--- config.mk ---
export PLATFORM = sky130hd
export DESIGN_NAME = bit_serial_mac
export DESIGN_NICKNAME = d
export VERILOG_FILES = /design/src/rtl/fan_ctrl_pkg.sv /design/src/rtl/clk_tick_divider.sv /design/src/rtl/bit_serial_mac.sv
export SDC_FILE = /design/constraint.sdc
export NUM_CORES = 1
export LEC_CHECK = 0
export CORE_MARGIN = 2
export CORE_UTILIZATION = 47
export DETAILED_ROUTE_END_ITERATION = 16
export PLACE_DENSITY = 0.7
export SYNTH_ARGS = -nofsm -noshare
export SYNTH_HDL_FRONTEND = slang
export SYNTH_HIERARCHICAL = 1
export SYNTH_SLANG_ARGS = --single-unit
--- constraint.sdc ---
create_clock -name clk_i -period 8.4 [get_ports clk_i]
set_input_delay 1.26 -clock clk_i [delete_from_list [all_inputs] [get_ports clk_i]]
set_output_delay 1.26 -clock clk_i [all_outputs]
set_load 0.005 [all_outputs]
--- src/rtl/fan_ctrl_pkg.sv ---
// Shared types and helpers for the fan-controller MAC datapath.
// No timing of its own; holds the FSM encoding and the width helper.
// No flow control of its own.
package fan_ctrl_pkg;

    typedef enum logic [1:0] {
        IDLE = 2'd0,
        RUN  = 2'd1,
        DONE = 2'd2
    } mac_state_t;

    // Step count for the default geometry (B_W=4, one bit per tick).
    localparam int unsigned DEF_B_W   = 4;
    localparam int unsigned DEF_BPS   = 1;
    localparam int unsigned STEPS     = DEF_B_W / DEF_BPS;

    // Smallest r with 2**r >= v.
    function automatic int unsigned clogb2(input int unsigned v);
        int unsigned r;
        r = 0;
        for (int i = 0; i < 31; i++) begin
            if ((32'd1 << i) < v) r = i + 1;
        end
        return r;
    endfunction

endpackage

--- src/rtl/clk_tick_divider.sv ---
// Prescaler: emits a one-cycle tick every CLK_DIV clk_i cycles.
// Latency: first tick CLK_DIV-1 cycles after a clear (every cycle when CLK_DIV=1).
// Backpressure: none; free-running, restarted by clr.
module clk_tick_divider
    import fan_ctrl_pkg::*;
#(
    parameter int unsigned CLK_DIV = 50
) (
    input  logic clk_i,
    input  logic rst_i,
    input  logic clr,
    output logic tick
);

    localparam int unsigned CNT_W = (CLK_DIV > 1) ? clogb2(CLK_DIV) : 1;
    localparam logic [CNT_W-1:0] LAST = CNT_W'(CLK_DIV - 1);

    logic [CNT_W-1:0] cnt;

    always_ff @(posedge clk_i) begin
        if (rst_i || clr) begin
            cnt <= '0;
        end else if (cnt == LAST) begin
            cnt <= '0;
        end else begin
            cnt <= cnt + 1'b1;
        end
    end

    assign tick = (cnt == LAST);

endmodule

--- src/rtl/bit_serial_mac.sv ---
// Shift-add multiply-accumulate, BITS_PER_STEP multiplier bits per prescaled tick.
// Latency: done_o in the cycle after edge STEPS*CLK_DIV counted from the start edge.
// Backpressure: start_i is dropped whenever busy_o=1; no queueing.
module bit_serial_mac
    import fan_ctrl_pkg::*;
#(
    parameter int unsigned A_W           = 4,
    parameter int unsigned B_W           = 4,
    parameter int unsigned ACC_W         = 12,
    parameter int unsigned BITS_PER_STEP = 1,
    parameter int unsigned CLK_DIV       = 50
) (
    input  logic             clk_i,
    input  logic             rst_i,
    input  logic             start_i,
    input  logic             acc_i,
    input  logic             signed_i,
    input  logic [A_W-1:0]   a_i,
    input  logic [B_W-1:0]   b_i,
    output logic             busy_o,
    output logic             done_o,
    output logic [ACC_W-1:0] result_o,
    output logic             ovf_o
);

    localparam int unsigned BPS     = BITS_PER_STEP;
    localparam int unsigned N_STEPS = B_W / BPS;
    localparam int unsigned STEP_W  = (N_STEPS > 1) ? clogb2(N_STEPS) : 1;
    localparam logic [STEP_W-1:0] LAST_STEP = STEP_W'(N_STEPS - 1);

    mac_state_t        state_q, state_d;
    logic [ACC_W-1:0]  a_q;
    logic [B_W-1:0]    b_q;
    logic              sgn_q;
    logic [STEP_W-1:0] step_q;
    logic [ACC_W-1:0]  acc_q;
    logic              ovf_acc_q;
    logic [ACC_W-1:0]  res_q;
    logic              ovf_q;

    logic              start_ok;
    logic              tick;
    logic              run_tick;
    logic              last_step;
    logic [ACC_W-1:0]  a_ext;
    logic [BPS-1:0]    slice;
    logic [ACC_W-1:0]  slice_ext;
    logic [ACC_W-1:0]  prod;
    logic [ACC_W-1:0]  addend;
    logic [ACC_W:0]    sum;
    logic              ovf_add;

    assign start_ok  = (state_q == IDLE) && start_i;
    assign run_tick  = (state_q == RUN) && tick;
    assign last_step = (step_q == LAST_STEP);

    clk_tick_divider #(
        .CLK_DIV (CLK_DIV)
    ) u_div (
        .clk_i (clk_i),
        .rst_i (rst_i),
        .clr   (start_ok),
        .tick  (tick)
    );

    // FSM state register
    always_ff @(posedge clk_i) begin
        if (rst_i) begin
            state_q <= IDLE;
        end else begin
            state_q <= state_d;
        end
    end

    // FSM next state
    always_comb begin
        state_d = state_q;
        case (state_q)
            IDLE:    if (start_i) state_d = RUN;
            RUN:     if (tick && last_step) state_d = DONE;
            DONE:    state_d = IDLE;
            default: state_d = IDLE;
        endcase
    end

    // FSM outputs
    always_comb begin
        busy_o = 1'b0;
        done_o = 1'b0;
        case (state_q)
            RUN:     busy_o = 1'b1;
            DONE: begin
                busy_o = 1'b1;
                done_o = 1'b1;
            end
            default: ;
        endcase
    end

    always_comb begin
        a_ext = '0;
        if (signed_i) a_ext = {{(ACC_W-A_W){a_i[A_W-1]}}, a_i};
        else          a_ext = {{(ACC_W-A_W){1'b0}}, a_i};
    end

    // The top slice of a signed multiplier carries negative weight.
    always_comb begin
        slice     = b_q[BPS-1:0];
        slice_ext = {{(ACC_W-BPS){1'b0}}, slice};
        if (sgn_q && last_step) slice_ext = {{(ACC_W-BPS){slice[BPS-1]}}, slice};
        prod   = a_q * slice_ext;
        addend = prod << (32'(step_q) * BPS);
        sum    = {1'b0, acc_q} + {1'b0, addend};
        if (sgn_q) ovf_add = (acc_q[ACC_W-1] == addend[ACC_W-1]) &&
                             (sum[ACC_W-1] != acc_q[ACC_W-1]);
        else       ovf_add = sum[ACC_W];
    end

    // Overflow accumulates privately during RUN and is published with the result.
    always_ff @(posedge clk_i) begin
        if (rst_i) begin
            a_q       <= '0;
            b_q       <= '0;
            sgn_q     <= 1'b0;
            step_q    <= '0;
            acc_q     <= '0;
            ovf_acc_q <= 1'b0;
            res_q     <= '0;
            ovf_q     <= 1'b0;
        end else if (start_ok) begin
            a_q    <= a_ext;
            b_q    <= b_i;
            sgn_q  <= signed_i;
            step_q <= '0;
            if (!acc_i) begin
                acc_q     <= '0;
                ovf_acc_q <= 1'b0;
                ovf_q     <= 1'b0;
            end
        end else if (run_tick) begin
            acc_q  <= sum[ACC_W-1:0];
            b_q    <= b_q >> BPS;
            step_q <= step_q + 1'b1;
            if (ovf_add) ovf_acc_q <= 1'b1;
            if (last_step) begin
                res_q <= sum[ACC_W-1:0];
                ovf_q <= ovf_acc_q | ovf_add;
            end
        end
    end

    assign result_o = res_q;
    assign ovf_o    = ovf_q;

endmodule

* Word-level counts from Yosys, hierarchy flattened *
Index checks and enable logic that the tools add are counted.

word-level totals
  register bits = 53
  input bits = 13

operators by class
  $add $sub $neg = 3
  multiply operators = 1
  equality and inequality tests = 9
  shifts and indexed selects = 1
  muxes and demuxes = 20
  bitwise gates (word level) = 2
  reductions and logical operators = 18

operators with widths
  cell                                                   count
  two-way mux 12 bit                                     5
  adder 12 x 12 -> 13 bit                                1
  multiplier 12 x 12 -> 12 bit                           1
  << shifter 12 x 2 -> 12 bit                            1
  two-way mux 1 bit                                      10
  AND reduction 3 bit                                    3
  two-way mux 4 bit                                      2
  adder 6 x 1 -> 6 bit, second input constant            1
  equality test 6 bit, second input constant             1
  nonzero test 2 bit                                     3
  OR reduction 2 bit                                     3
  logical AND 1 bit                                      5
  equality test 2 bit, second input constant             2
  two-way mux 2 bit                                      2
  inequality test 2 bit, second input constant           2
  one-hot mux 2 bit (2 select lines)                     1
  AND reduction 2 bit                                    2
  adder 2 x 1 -> 2 bit, second input constant            1
  equality test 2 x 1 -> 1 bit, second input constant    1
  logical NOT 2 bit                                      1
  inequality test 2 x 1 -> 1 bit, second input constant  1
  equality test 1 bit                                    1
  logical OR 1 bit                                       1
  inequality test 1 bit                                  1
  2 further kinds                                        2

* Depth between registers and ports, before layout *
Gate-level depths: netlist of run 1.

  word-level depth = 13
  mapped depth = 28
  mapped depth without buffers = 28

* Hierarchy *
The synthesis of run 1 kept the hierarchy.

modules (own cells, without submodules)
  module            instances  cells an instance  area an instance (um^2)  seq. area each (um^2)
  bit_serial_mac    1          436                3678.5                   800.8
  clk_tick_divider  1          28                 285.3                    120.1

* Worst setup path after synthesis of run 1 *
Ideal clock, no wire load.

  kind = register -> register
  start point = register step_q[0]
  end point = register ovf_q (netlist: ovf_o)
  setup time = 125 ps
  data arrival time = 6154 ps
  required time = 8275 ps
  path slack = 2121 ps
  stages on the path, launching flop included = 26
  buffers on the path = 0
  period minus slack after synthesis = 6279 ps
  path through = dfxtp_1 ha_1 and2_1 nand3_1 fa_1 inv_1 fa_1 ha_1 fa_1 inv_1 fa_1 inv_1 ha_1 nand3_1 o2111ai_1 xnor2_1 nor2_1 a211oi_1 a21oi_1 ha_1 nand3_1 nor4_1 o31a_1 nor3_4 mux2i_1 o41a_1

between the ends
  longest elaborated chain between the ends = 13
  elaborated cells between the ends (all ways) = 16

ends and longest elaborated chain
  item                          line                   source
  start, declared               bit_serial_mac.sv:35   logic [STEP_W-1:0] step_q;
  start signal, assigned        bit_serial_mac.sv:143  step_q <= step_q + 1'b1;
  equality test 2 bit           bit_serial_mac.sv:55   assign last_step = (step_q == LAST_STEP);
  logical AND 1 bit             bit_serial_mac.sv:110  if (sgn_q && last_step) slice_ext = {{(ACC_W-BPS){slice[BPS-1]}}, slice};
  two-way mux 12 bit            bit_serial_mac.sv:110
  multiplier 12 x 12 -> 12 bit  bit_serial_mac.sv:111  prod = a_q * slice_ext;
  << shifter 12 x 2 -> 12 bit   bit_serial_mac.sv:112  addend = prod << (32'(step_q) * BPS);
  adder 12 x 12 -> 13 bit       bit_serial_mac.sv:113  sum = {1'b0, acc_q} + {1'b0, addend};
  inequality test 1 bit         bit_serial_mac.sv:115  (sum[ACC_W-1] != acc_q[ACC_W-1]);
  logical AND 1 bit             bit_serial_mac.sv:114  if (sgn_q) ovf_add = (acc_q[ACC_W-1] == addend[ACC_W-1]) &&
  two-way mux 1 bit             bit_serial_mac.sv:114
  bitwise OR 1 bit              bit_serial_mac.sv:147  ovf_q <= ovf_acc_q | ovf_add;
  two-way mux 1 bit             bit_serial_mac.sv:145  if (last_step) begin
  two-way mux 1 bit             bit_serial_mac.sv:140  end else if (run_tick) begin
  two-way mux 1 bit             bit_serial_mac.sv:130  end else if (start_ok) begin
  end signal, assigned          bit_serial_mac.sv:147
  end, declared                 bit_serial_mac.sv:39   logic ovf_q;

Parallel ways exist; a longest one is shown, timed or not. The select of a mux whose other input is x is not followed.
A chain may end at the register's enable or synchronous reset.

* Worst setup path in the final report of run 1 *
  start point = register step_q[1]
  end point = register ovf_q (netlist: ovf_o)

The elaborated chain is that of the path after synthesis.

==> qor.txt, run 1 <==
Initial antenna violation count: 0
Setup violators final: 0
Max cap viols: 0
DR iter-0 viols: 119
P&R area growth vs syn: 11.5%
Critical Path RT: 8.60 ns
Mean Syn Cell Area: 8.54 sq um
First-pass GRT wire length: 14600 um
TritonCTS Buffers: 5
Crit path capture type: register
Pre-CTS setup slack: 1.15 ns
Vias in the first global route: 3213
Yosys reg bits: 46
Final ANT Viol Nets: 0
Final WL: 8430 um
CTS Root Cell: clkbuf_8
TritonRoute pass-1 iters: 4
Total negative setup slack: 0 ns
Post-DP HPWL: 6860 um
Synth cell count leaders: 63 x inv_1, 47 x ha_1, 47 x nand2_1
DR vias/cell: 5.34
Synth Flop Type: dfxtp_1
Die width: 95.8 um
Lkg Pwr: 2.04 nW
EDFF count, synth: 0
Setup Fix Bufs, Post-CTS: 0
Synth warn: 6
Worst EP arrival: 7.41 ns
CTS H-Tree Depth: 2
Synth unique cells: 60
Synthesized Nets: 548
Final worst setup slack: 1.19 ns
Sink Count: 46
Hold_buf cts: 0
CTS tree: built
Gate Count Post-Synth: 464
Drt wl/cell: 14.2 um
Initial Util: 48.5%
Worst vdd ir: 126 uV
# diodes: 0
Pwr per Cell Area: 116 nW/um^2
GR Overflow Total: 0
# DRC: 0
Status: finished, final reports clean
Largest cells by area after synthesis: dfxtp_1 23%, ha_1 15%, fa_1 12%
Final Max Tran Viols: 0
Clock period minus worst slack: 7.21 ns
Fin. Hold Viols: 0
Slew margin rel.: 43.0%
Period utilisation layout: 85.9%
Share of the synthesized area in the top cell type: 23.2%
Pin count of the biggest net entering global routing: 25
Number of nets in the layout: 571
Leading area contributor after synthesis: dfxtp_1
CP Class: reg2reg
Critical path fanouts, max: 19
Final GP Congestion: 0.896
Worst Setup Start Kind: register
Final clock skew: 0.00485 ns
Layout cells sized above 1: 5.53%
Worst Max-Slew Pin Slew: 0.848 ns
Via count: 3167
Clock latency on the worst-skew pair: 0.31 ns
CTS max path bufs: 2
Hold_ws: 0.454 ns
I/O Buffers: 27
Count leader, synth: inv_1
Unrepaired setup endpoints after global routing: no
Ys async rst share: 0%
Fmax: 139 MHz
Worst-path clk slew: 0.09 ns
Cts repair resizes: 0
Post-Synthesis Cell Area: 3960 sq um
GRT Total Usage: 20.2%
Die area: 9180 sq um
Hold Crit Class: reg2reg
FP Rows: 33
Core area: 8180 sq um
Die height: 95.8 um
Seq/Total Area, Yosys: 23.2%
# IOs: 28
-- cell usage in the layout, fill, tap and decap left out, types with 2 or more instances in the layout --
cell	netlist	routed
o21a_1	2	2
nor2_1	41	41
a22o_1	5	5
xor2_1	7	7
or4_1	2	2
a21oi_1	33	33
o21ai_0	9	9
nor4_1	2	2
a311oi_1	3	3
nor2b_1	4	4
mux2_2	2	2
or3_1	2	2
buf_4	0	2
o31ai_1	2	2
mux2i_1	13	13
inv_1	63	63
a211oi_1	3	3
o31a_1	2	2
or2_2	2	2
nand2_4	2	2
o21bai_1	2	2
nor3_1	10	10
a22oi_1	4	4
ha_1	47	47
inv_2	2	2
nor3b_1	2	2
nand3_1	12	12
nand2_1	47	47
xnor2_1	19	19
dfxtp_1	46	46
and2_1	3	3
fa_1	24	24
nand3b_1	3	3
a21o_1	8	8
clkdlybuf4s50_1	0	27
clkbuf_8	0	6
-- through the flow --
stage                     power (mW)  area (sq um)  instances  utilization, %
final                          0.514          4420        593            54.0
after detailed placement       0.372          4320        585            52.9
after global routing           0.542          4420        593            54.0
after global placement         0.368          4320        585            52.9
after floorplan                0.336          3960        464               -
after CTS                      0.517          4420        593            54.0
-- worst paths after layout --
path,from,slack (ns),depth (start not counted),endpoint
max,step_q[1],1.19,25,ovf_o
min,a_q[2],0.45,2,a_q[2]
max reg2reg,step_q[1],1.19,25,ovf_o
min reg2reg,a_q[2],0.45,2,a_q[2]
-- routing by layer --
| layer | wire length (um) | vias to the layer above | global-route usage (%) |
|---|---|---|---|
| met5 | 0 | - | 0 |
| met1 | 3960 | 1514 | 25.9 |
| met3 | 209 | 9 | 2.35 |
| met4 | 116 | 0 | 5.71 |
| met2 | 4150 | 33 | 35.9 |
| li1 | - | 1611 | - |
-- power by group --
part	switching [mW]	internal, mW
Combinational	0.0674	0.0498
Sequential	0.0149	0.233
Clock	0.0802	0.0682
Total	0.163	0.351
-- state kept, by name, indices dropped and copies added (netlist names) --
register / cells
u_div/cnt: 6
acc_q: 12
b_q: 4
ovf_o: 1
state_q: 2
sgn_q: 1
a_q: 5
step_q: 2
ovf_acc_q: 1
result_o: 12
-- critical path: stages, from the launching register on --
cell	delay [ns]
dfxtp_1	0.74
ha_1	0.35
and2_1	0.23
nand3_1	0.35
fa_1	0.56
inv_1	0.09
fa_1	0.41
ha_1	0.31
fa_1	0.55
inv_1	0.06
fa_1	0.53
inv_1	0.04
ha_1	0.35
nand3_1	0.09
o2111ai_1	0.25
xnor2_1	0.21
nor2_1	0.08
a211oi_1	0.23
a21oi_1	0.07
ha_1	0.37
nand3_1	0.10
nor4_1	0.27
o31a_1	0.26
nor3_4	0.07
mux2i_1	0.12
o41a_1	0.39
-- kinds of logic after synthesis --
group | Yosys count | synth area share [%]
flops | 46 | 23.2
compound gates | 85 | 14.9
fa+ha+maj | 71 | 27.0
buf+inv | 79 | 7.70
simple gates | 141 | 17.0
mux | 16 | 4.42
xor+xnor | 26 | 5.74
-- area by class of cell --
cell class              count  area [sq um]
clock buffers               7          86.3
inverters                  66           248
clock inverters             1          8.76
fillers                   795          3760
flip-flops and latches     46           921
repair buffers             29           285
well taps                 105           131
multi-input cells         339          2740
Power figures use the tool's default switching activity.
==> run 2: changes to the inputs <==
--- a/config.mk
+++ b/config.mk
@@ -5,7 +5,7 @@
 export SDC_FILE = /design/constraint.sdc
 export NUM_CORES = 1
 export LEC_CHECK = 0
-export CORE_MARGIN = 2
+export CORE_MARGIN = 1
 export CORE_UTILIZATION = 47
 export DETAILED_ROUTE_END_ITERATION = 16
 export PLACE_DENSITY = 0.7
==> run 2 against run 1 <==
Against the previous run:
- first-iteration DRC count decreased by 21%
- non-clock buffer count down 1
- count of clock-buffer cells in the layout decreased by 2
- cell area down 0.34%
- register-to-register slack worse by 0.12 ns
- worst hold slack improved by 0.0014 ns
- final cell count fell by 0.17%
- largest cell class unchanged
- highest routed layer unchanged
==> qor.txt, run 2 (same netlist as run 1, synthesis figures left out) <==
# DRC: 0 (unchanged)
GRT Total Usage: 21.5% (+1.2 points)
Vias in the first global route: 3272 (+1.8%)
Pin count of the biggest net entering global routing: 41 (+64%)
Initial antenna violation count: 0 (unchanged)
Worst vdd ir: 148 uV (+18%)
Cts repair resizes: 0 (unchanged)
Total negative setup slack: 0 ns (unchanged)
Drt wl/cell: 14.3 um (+0.70%)
Slowest cell on crit path: dfxtp_1
Most frequent cells in the layout: 63 x inv_1, 47 x nand2_1, 47 x ha_1
GR Overflow Total: 0 (unchanged)
Worst Max-Slew Pin Slew: 0.981 ns (+0.133 ns)
Worst r2r path cells: 25 (unchanged)
Initial Util: 48.5% (unchanged)
Beginning of the critical path: step_q[1]
Die height: 93.8 um (-2.1%)
Finished Layout Cells: 592 (-0.17%)
Worst Setup Start Kind: register
Hold_ws: 0.455 ns (+0.00145 ns)
Final Cell Area: 4400 sq um (-0.34%)
Logic pwr share: 23.2% (+0.4 points)
Dpl cells: 584 (-0.17%)
Critical Path Stages: 25 (unchanged)
Clock period minus worst slack: 7.33 ns (+0.122 ns)
Internal power: 0.342 mW (-2.7%)
Max cap viols: 0 (unchanged)
I/O Buffers: 27 (unchanged)
Most common cell after layout, fill and taps aside: inv_1
Clock group share of total power: 27.9% (-1.0 points)
CTS H-Tree Depth: 2 (unchanged)
Final ANT Viol Nets: 0 (unchanged)
Worst-path clk slew: 0.09 ns (about the same)
Final clock skew: 0.00546 ns (+0.000606 ns)
Slew margin rel.: 34.0% (-9.0 points)
Fin. Hold Viols: 0 (unchanged)
DP Area: 4320 sq um (-0.17%)
Fmax: 136 MHz (-1.7%)
CTS max path bufs: 2 (unchanged)
Setup Fix Bufs, Post-CTS: 0 (unchanged)
Post-DP HPWL: 6740 um (-1.8%)
Pwr per Cell Area: 115 nW/um^2 (-0.65%)
Via count: 3151 (-0.51%)
RR Endpoint: ovf_o
Sequential share of power: 48.8% (+0.5 points)
Switching share of power: 32.8% (+1.2 points)
First-pass GRT wire length: 14800 um (+1.0%)
Psw: 0.167 mW (+2.7%)
# IOs: 28 (unchanged)
Flop2flop setup slack: 1.07 ns (-0.12 ns)
Final GP Congestion: 0.831 (-7.2%)
Die width: 93.8 um (-2.1%)
Setup violators final: 0 (unchanged)
Final worst setup slack: 1.07 ns (-0.122 ns)
Status: finished, final reports clean
TritonRoute pass-1 iters: 4 (unchanged)
Worst r2r src: step_q[1]
Lkg Pwr: 2.03 nW (-0.29%)
P&R area growth vs syn: 11.1%
FP Rows: 33 (unchanged)
Unrepaired setup endpoints after global routing: no
Hold Crit Class: reg2reg
Die area: 8810 sq um (-4.1%)
Critical path fanouts, max: 19 (unchanged)
Clock latency on the worst-skew pair: 0.31 ns (about the same)
DR iter-0 viols: 94 (-21%)
CTS Root Cell: clkbuf_8
Max incr delay on CP: 0.75 ns (about the same)
Final design utilization: 53.9% (-0.18 points)
Hold_buf cts: 0 (unchanged)
Period utilisation layout: 87.3% (+1.4 points)
Critical Path RT: 8.60 ns (about the same)
Core area: 8180 sq um (unchanged)
TritonCTS Buffers: 5 (unchanged)
Sink Count: 46 (unchanged)
End of the critical path: ovf_o
CP Buf/Inv Count: 3 (unchanged)
Final WL: 8480 um (+0.53%)
CTS tree: built
# diodes: 0 (unchanged)
CP Class: reg2reg
Final total power: 0.509 mW (-0.99%)
Layout cells sized above 1: 5.54% (+0.011 points)
Worst EP arrival: 7.54 ns (+0.13 ns)
Final Max Tran Viols: 0 (unchanged)
Crit path capture type: register
DR vias/cell: 5.32 (-0.34%)
Number of nets in the layout: 570 (-0.18%)
Top cell family by delay on the critical path: adder cells
Pre-CTS setup slack: 1.08 ns (-0.0776 ns)
[run 2: changes by cell type in the layout (fill, tap and decap cells not counted)]
cell,previous run,this run
buf_4,2,1
clkbuf_8,6,5
clkbuf_1,1,0
clkinv_2,0,2
[run 2: worst min-delay path by stage]
stage | startpoint | endpoint | slack, ns | depth (start not counted)
finish | a_q[2] | a_q[2] | 0.46 | 2
global route | a_q[2] | a_q[2] | 0.48 | 2
CTS | a_q[2] | a_q[2] | 0.46 | 2
detailed placement | a_q[2] | a_q[2] | 0.45 | 2
global placement | a_q[2] | a_q[2] | 0.44 | 2
floorplan | acc_q[8] | acc_q[8] | 0.43 | 2
[run 2: area by class of cell]
cell class                 count  area, sq um
clock buffer                   5         68.8
clock inverter                 3         18.8
fill                         790         3770
inverter                      66          248
multi-input combinational    339         2740
sequential                    46          921
tap                          105          131
timing repair buffer          28          278
[run 2: worst min-delay path, delay by kind of cell (launching register included)]
family           cells  cell delay, ns
flip-flops           1            0.31
AND/OR/NAND/NOR      1            0.05
AO/OA/AOI/OAI        1            0.05
[run 2: routing by layer]
layer,track usage (%),wire [um]
met1,26.1,3900
met2,38.3,4100
met3,2.91,253
met4,8.08,227
met5,0,0
[run 2: power groups by stage]
stage,combinational [mW],clock [mW],sequential [mW]
3_3_place_gp,0.115,0,0.253
2_1_floorplan,0.0886,0,0.247
4_1_cts,0.119,0.146,0.248
6_report,0.118,0.142,0.248
5_1_grt,0.134,0.154,0.251
3_5_place_dp,0.118,0,0.253
